[src/rtl/alu_operand_collector.sv]
// Operand-pairing front end for the ALU: collects OPA/OPB that may arrive on
// different cycles, bounds the wait with a timeout, and holds one operation for a valid/ready hand-off.
module alu_operand_collector #(
  parameter int OP_WIDTH  = 8,
  parameter int CMD_WIDTH = 4,
  parameter int TIMEOUT   = 16
) (
  input  logic                 clk,
  input  logic                 RST,
  input  logic                 CE,
  input  logic [1:0]           INP_VALID,
  input  logic                 MODE,
  input  logic [CMD_WIDTH-1:0] CMD,
  input  logic [OP_WIDTH-1:0]  OPA,
  input  logic [OP_WIDTH-1:0]  OPB,
  input  logic                 CIN,
  output logic                 in_ready,
  output logic                 out_valid,
  input  logic                 out_ready,
  output logic                 out_mode,
  output logic [CMD_WIDTH-1:0] out_cmd,
  output logic                 out_cin,
  output logic [OP_WIDTH-1:0]  out_opa,
  output logic [OP_WIDTH-1:0]  out_opb,
  output logic                 out_err,
  output logic [1:0]           dbg_state
);

  // Handshake: out_valid rises only in HOLD and stays up with out_* stable
  // until out_valid && out_ready is seen on a CE=1 edge; in_ready is low
  // exactly while an operation is held.

  localparam int TW = $clog2(TIMEOUT + 1);
  localparam logic [TW-1:0] TIMEOUT_T = TW'(TIMEOUT);

  typedef enum logic [1:0] {
    S_IDLE   = 2'd0,
    S_WAIT_A = 2'd1,
    S_WAIT_B = 2'd2,
    S_HOLD   = 2'd3
  } state_t;

  state_t                state_q, state_d;
  logic [TW-1:0]         timer_q, timer_d;
  logic                  mode_q, mode_d;
  logic [CMD_WIDTH-1:0]  cmd_q, cmd_d;
  logic                  cin_q, cin_d;
  logic [OP_WIDTH-1:0]   opa_q, opa_d;
  logic [OP_WIDTH-1:0]   opb_q, opb_d;
  logic                  err_q, err_d;
  logic [1:0]            need;
  logic [TW-1:0]         timer_inc;

  // Returns {need_b, need_a}; unknown codes default to needing both.
  function automatic logic [1:0] decode_need(input logic mode, input logic [CMD_WIDTH-1:0] cmd);
    logic [1:0] n;
    n = 2'b11;
    if (mode) begin
      if (cmd == CMD_WIDTH'(4) || cmd == CMD_WIDTH'(5)) n = 2'b01;
      else if (cmd == CMD_WIDTH'(6) || cmd == CMD_WIDTH'(7)) n = 2'b10;
    end else begin
      if (cmd == CMD_WIDTH'(6) || cmd == CMD_WIDTH'(8) || cmd == CMD_WIDTH'(9)) n = 2'b01;
      else if (cmd == CMD_WIDTH'(7) || cmd == CMD_WIDTH'(10) || cmd == CMD_WIDTH'(11)) n = 2'b10;
    end
    return n;
  endfunction

  assign need      = decode_need(MODE, CMD);
  assign timer_inc = timer_q + TW'(1);

  always_comb begin
    state_d = state_q;
    timer_d = timer_q;
    mode_d  = mode_q;
    cmd_d   = cmd_q;
    cin_d   = cin_q;
    opa_d   = opa_q;
    opb_d   = opb_q;
    err_d   = err_q;
    if (CE) begin
      unique case (state_q)
        S_IDLE: begin
          mode_d  = MODE;
          cmd_d   = CMD;
          cin_d   = CIN;
          timer_d = '0;
          err_d   = 1'b0;
          opa_d   = (need[0] && INP_VALID[0]) ? OPA : '0;
          opb_d   = (need[1] && INP_VALID[1]) ? OPB : '0;
          if (INP_VALID == 2'b00) begin
            err_d   = 1'b1;
            state_d = S_HOLD;
          end else if ((need & ~INP_VALID) == 2'b00) begin
            state_d = S_HOLD;
          end else if (need[1] && !INP_VALID[1]) begin
            state_d = S_WAIT_B;
          end else begin
            state_d = S_WAIT_A;
          end
        end
        S_WAIT_A: begin
          if (INP_VALID[0]) begin
            opa_d   = OPA;
            timer_d = '0;
            state_d = S_HOLD;
          end else if (timer_inc == TIMEOUT_T) begin
            opa_d   = '0;
            err_d   = 1'b1;
            timer_d = '0;
            state_d = S_HOLD;
          end else begin
            timer_d = timer_inc;
          end
        end
        S_WAIT_B: begin
          if (INP_VALID[1]) begin
            opb_d   = OPB;
            timer_d = '0;
            state_d = S_HOLD;
          end else if (timer_inc == TIMEOUT_T) begin
            opb_d   = '0;
            err_d   = 1'b1;
            timer_d = '0;
            state_d = S_HOLD;
          end else begin
            timer_d = timer_inc;
          end
        end
        S_HOLD: begin
          if (out_ready) begin
            timer_d = '0;
            state_d = S_IDLE;
          end
        end
        default: state_d = S_IDLE;
      endcase
    end
  end

  always_ff @(posedge clk or negedge RST) begin
    if (!RST) begin
      state_q <= S_IDLE;
      timer_q <= '0;
      mode_q  <= 1'b0;
      cmd_q   <= '0;
      cin_q   <= 1'b0;
      opa_q   <= '0;
      opb_q   <= '0;
      err_q   <= 1'b0;
    end else begin
      state_q <= state_d;
      timer_q <= timer_d;
      mode_q  <= mode_d;
      cmd_q   <= cmd_d;
      cin_q   <= cin_d;
      opa_q   <= opa_d;
      opb_q   <= opb_d;
      err_q   <= err_d;
    end
  end

  assign in_ready  = (state_q != S_HOLD);
  assign out_valid = (state_q == S_HOLD);
  assign out_mode  = mode_q;
  assign out_cmd   = cmd_q;
  assign out_cin   = cin_q;
  assign out_opa   = opa_q;
  assign out_opb   = opb_q;
  assign out_err   = err_q;
  assign dbg_state = state_q;

endmodule

[config.mk]
export PLATFORM = sky130hd
export DESIGN_NAME = alu_operand_collector
export DESIGN_NICKNAME = d
export VERILOG_FILES = /design/src/rtl/alu_operand_collector.sv
export SDC_FILE = /design/constraint.sdc
export NUM_CORES = 1
export LEC_CHECK = 0
export ABC_CLOCK_PERIOD_IN_PS = 4580
export CAP_MARGIN = 20
export CORE_MARGIN = 10
export CORE_UTILIZATION = 35
export CTS_CLUSTER_SIZE = 12
export DETAILED_ROUTE_END_ITERATION = 10
export MAX_ROUTING_LAYER = met4
export PLACE_DENSITY = 0.75
export RECOVER_POWER = 100
export SLEW_MARGIN = 20
export SYNTH_ARGS = -nofsm -noshare
export SYNTH_HDL_FRONTEND = slang
export SYNTH_SLANG_ARGS = --single-unit
[constraint.sdc]
create_clock -name clk -period 4.58 [get_ports clk]
set_clock_uncertainty 0.2 [all_clocks]
set_input_delay 0.687 -clock clk [delete_from_list [all_inputs] [get_ports clk]]
set_output_delay 0.687 -clock clk [all_outputs]
set_load 0.01 [all_outputs]
Word-level counts from Yosys, hierarchy flattened. Cells that the tools add are included. Widths: inputs -> output; s select.

Equal/unequal tests: 18. Multiplexer cells: 30. Reductions and logical operators: 21. Add/subtract/negate cells: 1. Bitwise logic cells: 2.

Operator list (number): $mux 8 (5); $pmux 8 s2 (2); $mux 2 (10); $mux 5 (4); $pmux 5 s4 (1); $eq 4x3->1 const B (4); $eq 4x4->1 const B (4); $pmux 2 s4 (1); $logic_not 2->1 (3); $logic_or 1x1->1 (6); $mux 1 (6); $ne 2x2->1 const B (3); $ne 3x3->1 const B (2); $reduce_and 3->1 (2); $add 5x1->5 const B (1); $eq 5x5->1 const B (1); $eq 2x2->1 const B (2); $reduce_and 2->1 (2); $reduce_and 4->1 (1); $reduce_bool 2->1 (2); $logic_and 1x1->1 (3); $pmux 1 s3 (1); $reduce_bool 3->1 (1); $and 2x2->2 (1); other kinds (4) (4).

Bits in registers: 30. Output and inout port bits: 27. Logic and storage cells: 80. Bits of input ports: 28.

Logic depth before layout (Yosys ltp).
Depth after elaboration: 11. Gate-level depth with buffers: 6. Mapped depth without buffers: 6.

Worst setup path after synthesis. Ideal clock, no wire load.

Kind: input-to-reg. From: input port CMD[0]. To: register opb_q[0] (netlist: out_opb[0]). Library setup time: 0.121 ns. Required time: 4.259 ns. Arrival: 1.599 ns. Cell stages on the path: 4. Path slack: 2.660 ns. Path through: or3b_1 -> a21oi_2 -> o31ai_2 -> a22o_1.

Cells in the longest elaborated chain, start to end: 8. Elaborated cells on any way between the ends: 14.

Ends and longest elaborated chain: start, declared (RTL line 13) `input logic [CMD_WIDTH-1:0] CMD,`; $eq 4x3->1 or $eq 4x4->1 (tied branches) (RTL line 62) `if (cmd == CMD_WIDTH'(6) || cmd == CMD_WIDTH'(8) || cmd == CMD_WIDTH'(9)) n = 2'b01;`; $logic_or 1x1->1 (2 in a row) (RTL line 62); $mux 2 (RTL line 62); $mux 2 (*) (RTL line 58) `if (mode) begin`; $logic_and 1x1->1 (*) (RTL line 89) `opb_d = (need[1] && INP_VALID[1]) ? OPB : '0;`; $mux 8 (*) (RTL line 89); $pmux 8 s2 (*) (RTL line 81) `unique case (state_q)`; end signal, assigned (RTL line 157) `opb_q <= opb_d;`; end, declared (RTL line 49) `logic [OP_WIDTH-1:0] opb_q, opb_d;`.

Mark *: on every way between the ends. The rest lies on a longest branch, timed or not. A chain may end at the register's enable or synchronous reset.

Worst setup path in the final report.
From: input port CE. To: register opb_q[3] (netlist: out_opb[3]).

Cells in the longest elaborated chain, start to end: 1.

Ends and longest elaborated chain: start, declared (RTL line 10) `input logic CE,`; $reduce_and 3->1 (no source line).

No other way between the ends.

==> flow_summary_export.csv <==
group,metric,value,unit
detailed_routing,drc,0,
timing,worst_slew_pin_slew,1.62,ns
detailed_routing,wl,4170,µm
synth,synth_area_leader_cell,"dfrtp_1",
pwr,power.internal,0.000855,W
detailed_routing,drt_first_pass_iters,4,
clock_tree,cts.sinks,30,
synth,yosys_warnings,0,
worst_hold_path,whs_path_depth,1,
clock_tree,clockBufferDepth,2,
worst_setup_path,arrival,2.64,ns
detailed_routing,wl_per_cell,16.7,µm
timing,final-hold-violation-count,0,
timing,finalCriticalPeriod,2.63,ns
placement,finalWeightedCongestion,0.851,
worst_setup_path,reg2reg_depth,6,
worst_setup_path,path_buf_inv,1,
pwr,p_sw_frac,0.352,
grt,antenna_found_initial,1,
grt,grt_pass1_wl,6640,µm
grt,grt_overflow,0,
placement,port_buffers,54,
synth,synthFlopType,"dfrtp_1",
die,dieHeight,85.9,µm
run_status,violations,"capacitance limit, slew limit",
synth,netlist.area_leader.share,0.494,
synth,synthesis.area,1520,µm²
synth,async_flop_share,1.00,
clock_tree,cts_hold_buf,0,
worst_setup_path,worstReg2RegEnd,"timer_q[0]",
cells_and_area,final_cell_mix,"dfrtp_1, dlygate4sd3_1, clkdlybuf4s50_1, a22o_1, nand2_1",
timing,whs,0.294,ns
worst_setup_path,path_cells,"dlygate4sd3_1 > nand3_1 > o31ai_1 > a22o_1",
worst_setup_path,end_kind,"flip-flop",
clock_tree,post_cts_buffers,0,
detailed_routing,num_vias,1332,
clock_tree,clk_latency,0.28,ns
clock_tree,cts_max_level,2,
grt,grt_pass1_vias,1357,
cells_and_area,regArea,751,µm²
cells_and_area,instances_no_fill,250,
cells_and_area,fillers,370,
pwr,ir_drop,0.000318,V
timing,period_share,0.574,
timing,fmax,0.380,GHz
worst_hold_path,hold_end,"out_opa[5]",
cells_and_area,drive_above_1_share,0.0955,
worst_setup_path,worst-r2r-setup-slack,2.29,ns
pwr,pwr-share-comb,0.471,
die,pin_count,55,
clock_tree,cts_resized,0,
detailed_routing,ant_nets,0,
cells_and_area,multi_input_area,721,µm²
die,die_x,85.9,µm
synth,synth.net_count,173,
pwr,seqPwrFrac,0.338,
pwr,leakage,0.989,nW
worst_setup_path,criticalPathCategory,"input port to flip-flop",
detailed_routing,vias_per_cell,5.33,
grt,grt_max_degree,31,
pwr,powerDensity,593,nW/µm²
pwr,power_frac_clock,0.191,
synth,synth_edf_count,0,
synth,ys_ff_latch,30,
clock_tree,cts_tree,"yes",
worst_hold_path,min-delay-start,"out_opa[5]",
timing,setup_tns,0,ns
synth,synth_area_leaders,"dfrtp_1, a22o_1, ha_1",
worst_setup_path,rr_startpoint,"dbg_state[1]",
die,start_util,0.372,
pwr,switching_power,0.000464,W
run,maxCapViolations,1,
run_status,status,"complete, but fails checks",
worst_setup_path,start_kind,"input port",
timing,timing.slew.headroom,-0.0794,
clock_tree,cts.reportedPaths.clkPinSlew,0.06,ns
die,rows,23,
worst_setup_path,cp_max_fo,13,
placement,dp_hpwl,3190,µm
worst_setup_path,crit_required,4.59,ns
timing,rsz0062_at_grt,"no",
synth,avgSynthCellArea,11.0,µm²
cells_and_area,syn_to_final_growth,46.5,%
detailed_routing,drt_iter0_markers,60,
worst_hold_path,min_path_type,"flip-flop to flip-flop",
cells_and_area,final_nets,233,
clock_tree,cts_buffers,5,
clock_tree,root_buffer,"clkbuf_8",
worst_setup_path,cp_top_family,"compound AO/OA/AOI/OAI gates",
die,dieArea,7370,µm²
synth,synth_cell_types,35,
synth,ys_seq_area_frac,0.494,
grt,grt_usage,0.116,
timing,slew_viol_final,31,
timing,setup_violations,0,
worst_setup_path,crit_slowest_cell,"dlygate4sd3_1",
die,fp.coreArea,4090,µm²
placement,place_inst,241,
worst_setup_path,max_stage_delay,0.78,ns
synth,synthCells,138,
[final cells by class]
class,instances,area share
Antenna cell,1,0.00112
Multi-Input combinational cell,97,0.324
Clock buffer,8,0.0495
Timing Repair Buffer,55,0.245
Tap cell,50,0.0281
Sequential cell,30,0.337
Inverter,9,0.0152
[sequential cells by signal (all words and copies together) (netlist names)]
signal     cells
out_cin        1
dbg_state      2
out_opa        8
out_err        1
out_cmd        4
out_mode       1
timer_q        5
out_opb        8
[cells in the mapped netlist (2+ instances only)]
master,instances
a31oi_1,3
inv_1,9
o21ai_0,3
nor3_1,2
nand3_1,5
and3_1,2
a21oi_1,3
a22o_1,17
o22ai_1,4
nand2b_1,10
nand3b_1,2
mux2_2,6
nand2_1,11
a21oi_2,2
and2_1,3
dfrtp_1,30
nor2_1,2
ha_1,7
[power groups by stage]
stage	clock [W]	combinational (W)	sequential (W)
floorplan	0	0.000286	0.000494
global placement	0	0.000662	0.000453
detailed placement	0	0.000673	0.000451
CTS	0.000259	0.000671	0.000452
global route	0.000271	0.000677	0.000460
finish	0.000252	0.000622	0.000446
[logic make-up after synthesis]
logic type,share of synthesized area
flip-flops,0.494
buffers and inverters,0.0280
adder cells (fa/ha/maj),0.0577
AO/OA/AOI/OAI,0.222
AND/OR/NAND/NOR,0.145
multiplexers,0.0535
[stage by stage]
step / instance area, µm² / setup WS (ns) / utilization / total power [W]
final: 2220 / 1.95 / 0.544 / 0.00132
after global routing: 2220 / 1.77 / 0.544 / 0.00141
after CTS: 2230 / 2.14 / 0.546 / 0.00138
after detailed placement: 2120 / 1.92 / 0.519 / 0.00112
after global placement: 2120 / 1.92 / 0.519 / 0.00111
after floorplan: 1520 / 2.66 / - / 0.000780
[worst register-to-register path: cells and delay by family, from the launching register on]
| family | cells | cell delay [ns] |
|---|---|---|
| buf+inv | 1 | 0.13 |
| fa+ha+maj | 1 | 0.33 |
| flops | 1 | 0.43 |
| compound gates | 2 | 0.79 |
| simple gates | 2 | 0.32 |
[per-layer routing]
layer | routed length (µm) | track usage | vias up
met3 | 228 | 0.0482 | 4
met2 | 2050 | 0.181 | 56
li1 | - | - | 635
met1 | 1850 | 0.134 | 637
met5 | 0 | - | -
met4 | 40 | 0.0314 | 0
[worst max path at each step]
stage                 startpoint           end  slack (ns)  cells past startpoint
floorplan                 CMD[0]    out_opb[0]        2.66                      4
global placement              CE    out_opa[3]        1.92                      4
detailed placement            CE    out_opa[4]        1.92                      4
CTS                 dbg_state[0]      in_ready        2.14                      3
global route                 RST  dbg_state[0]        1.77                      2
finish                        CE    out_opb[3]        1.95                      4
(Power assumes the default switching activity.)
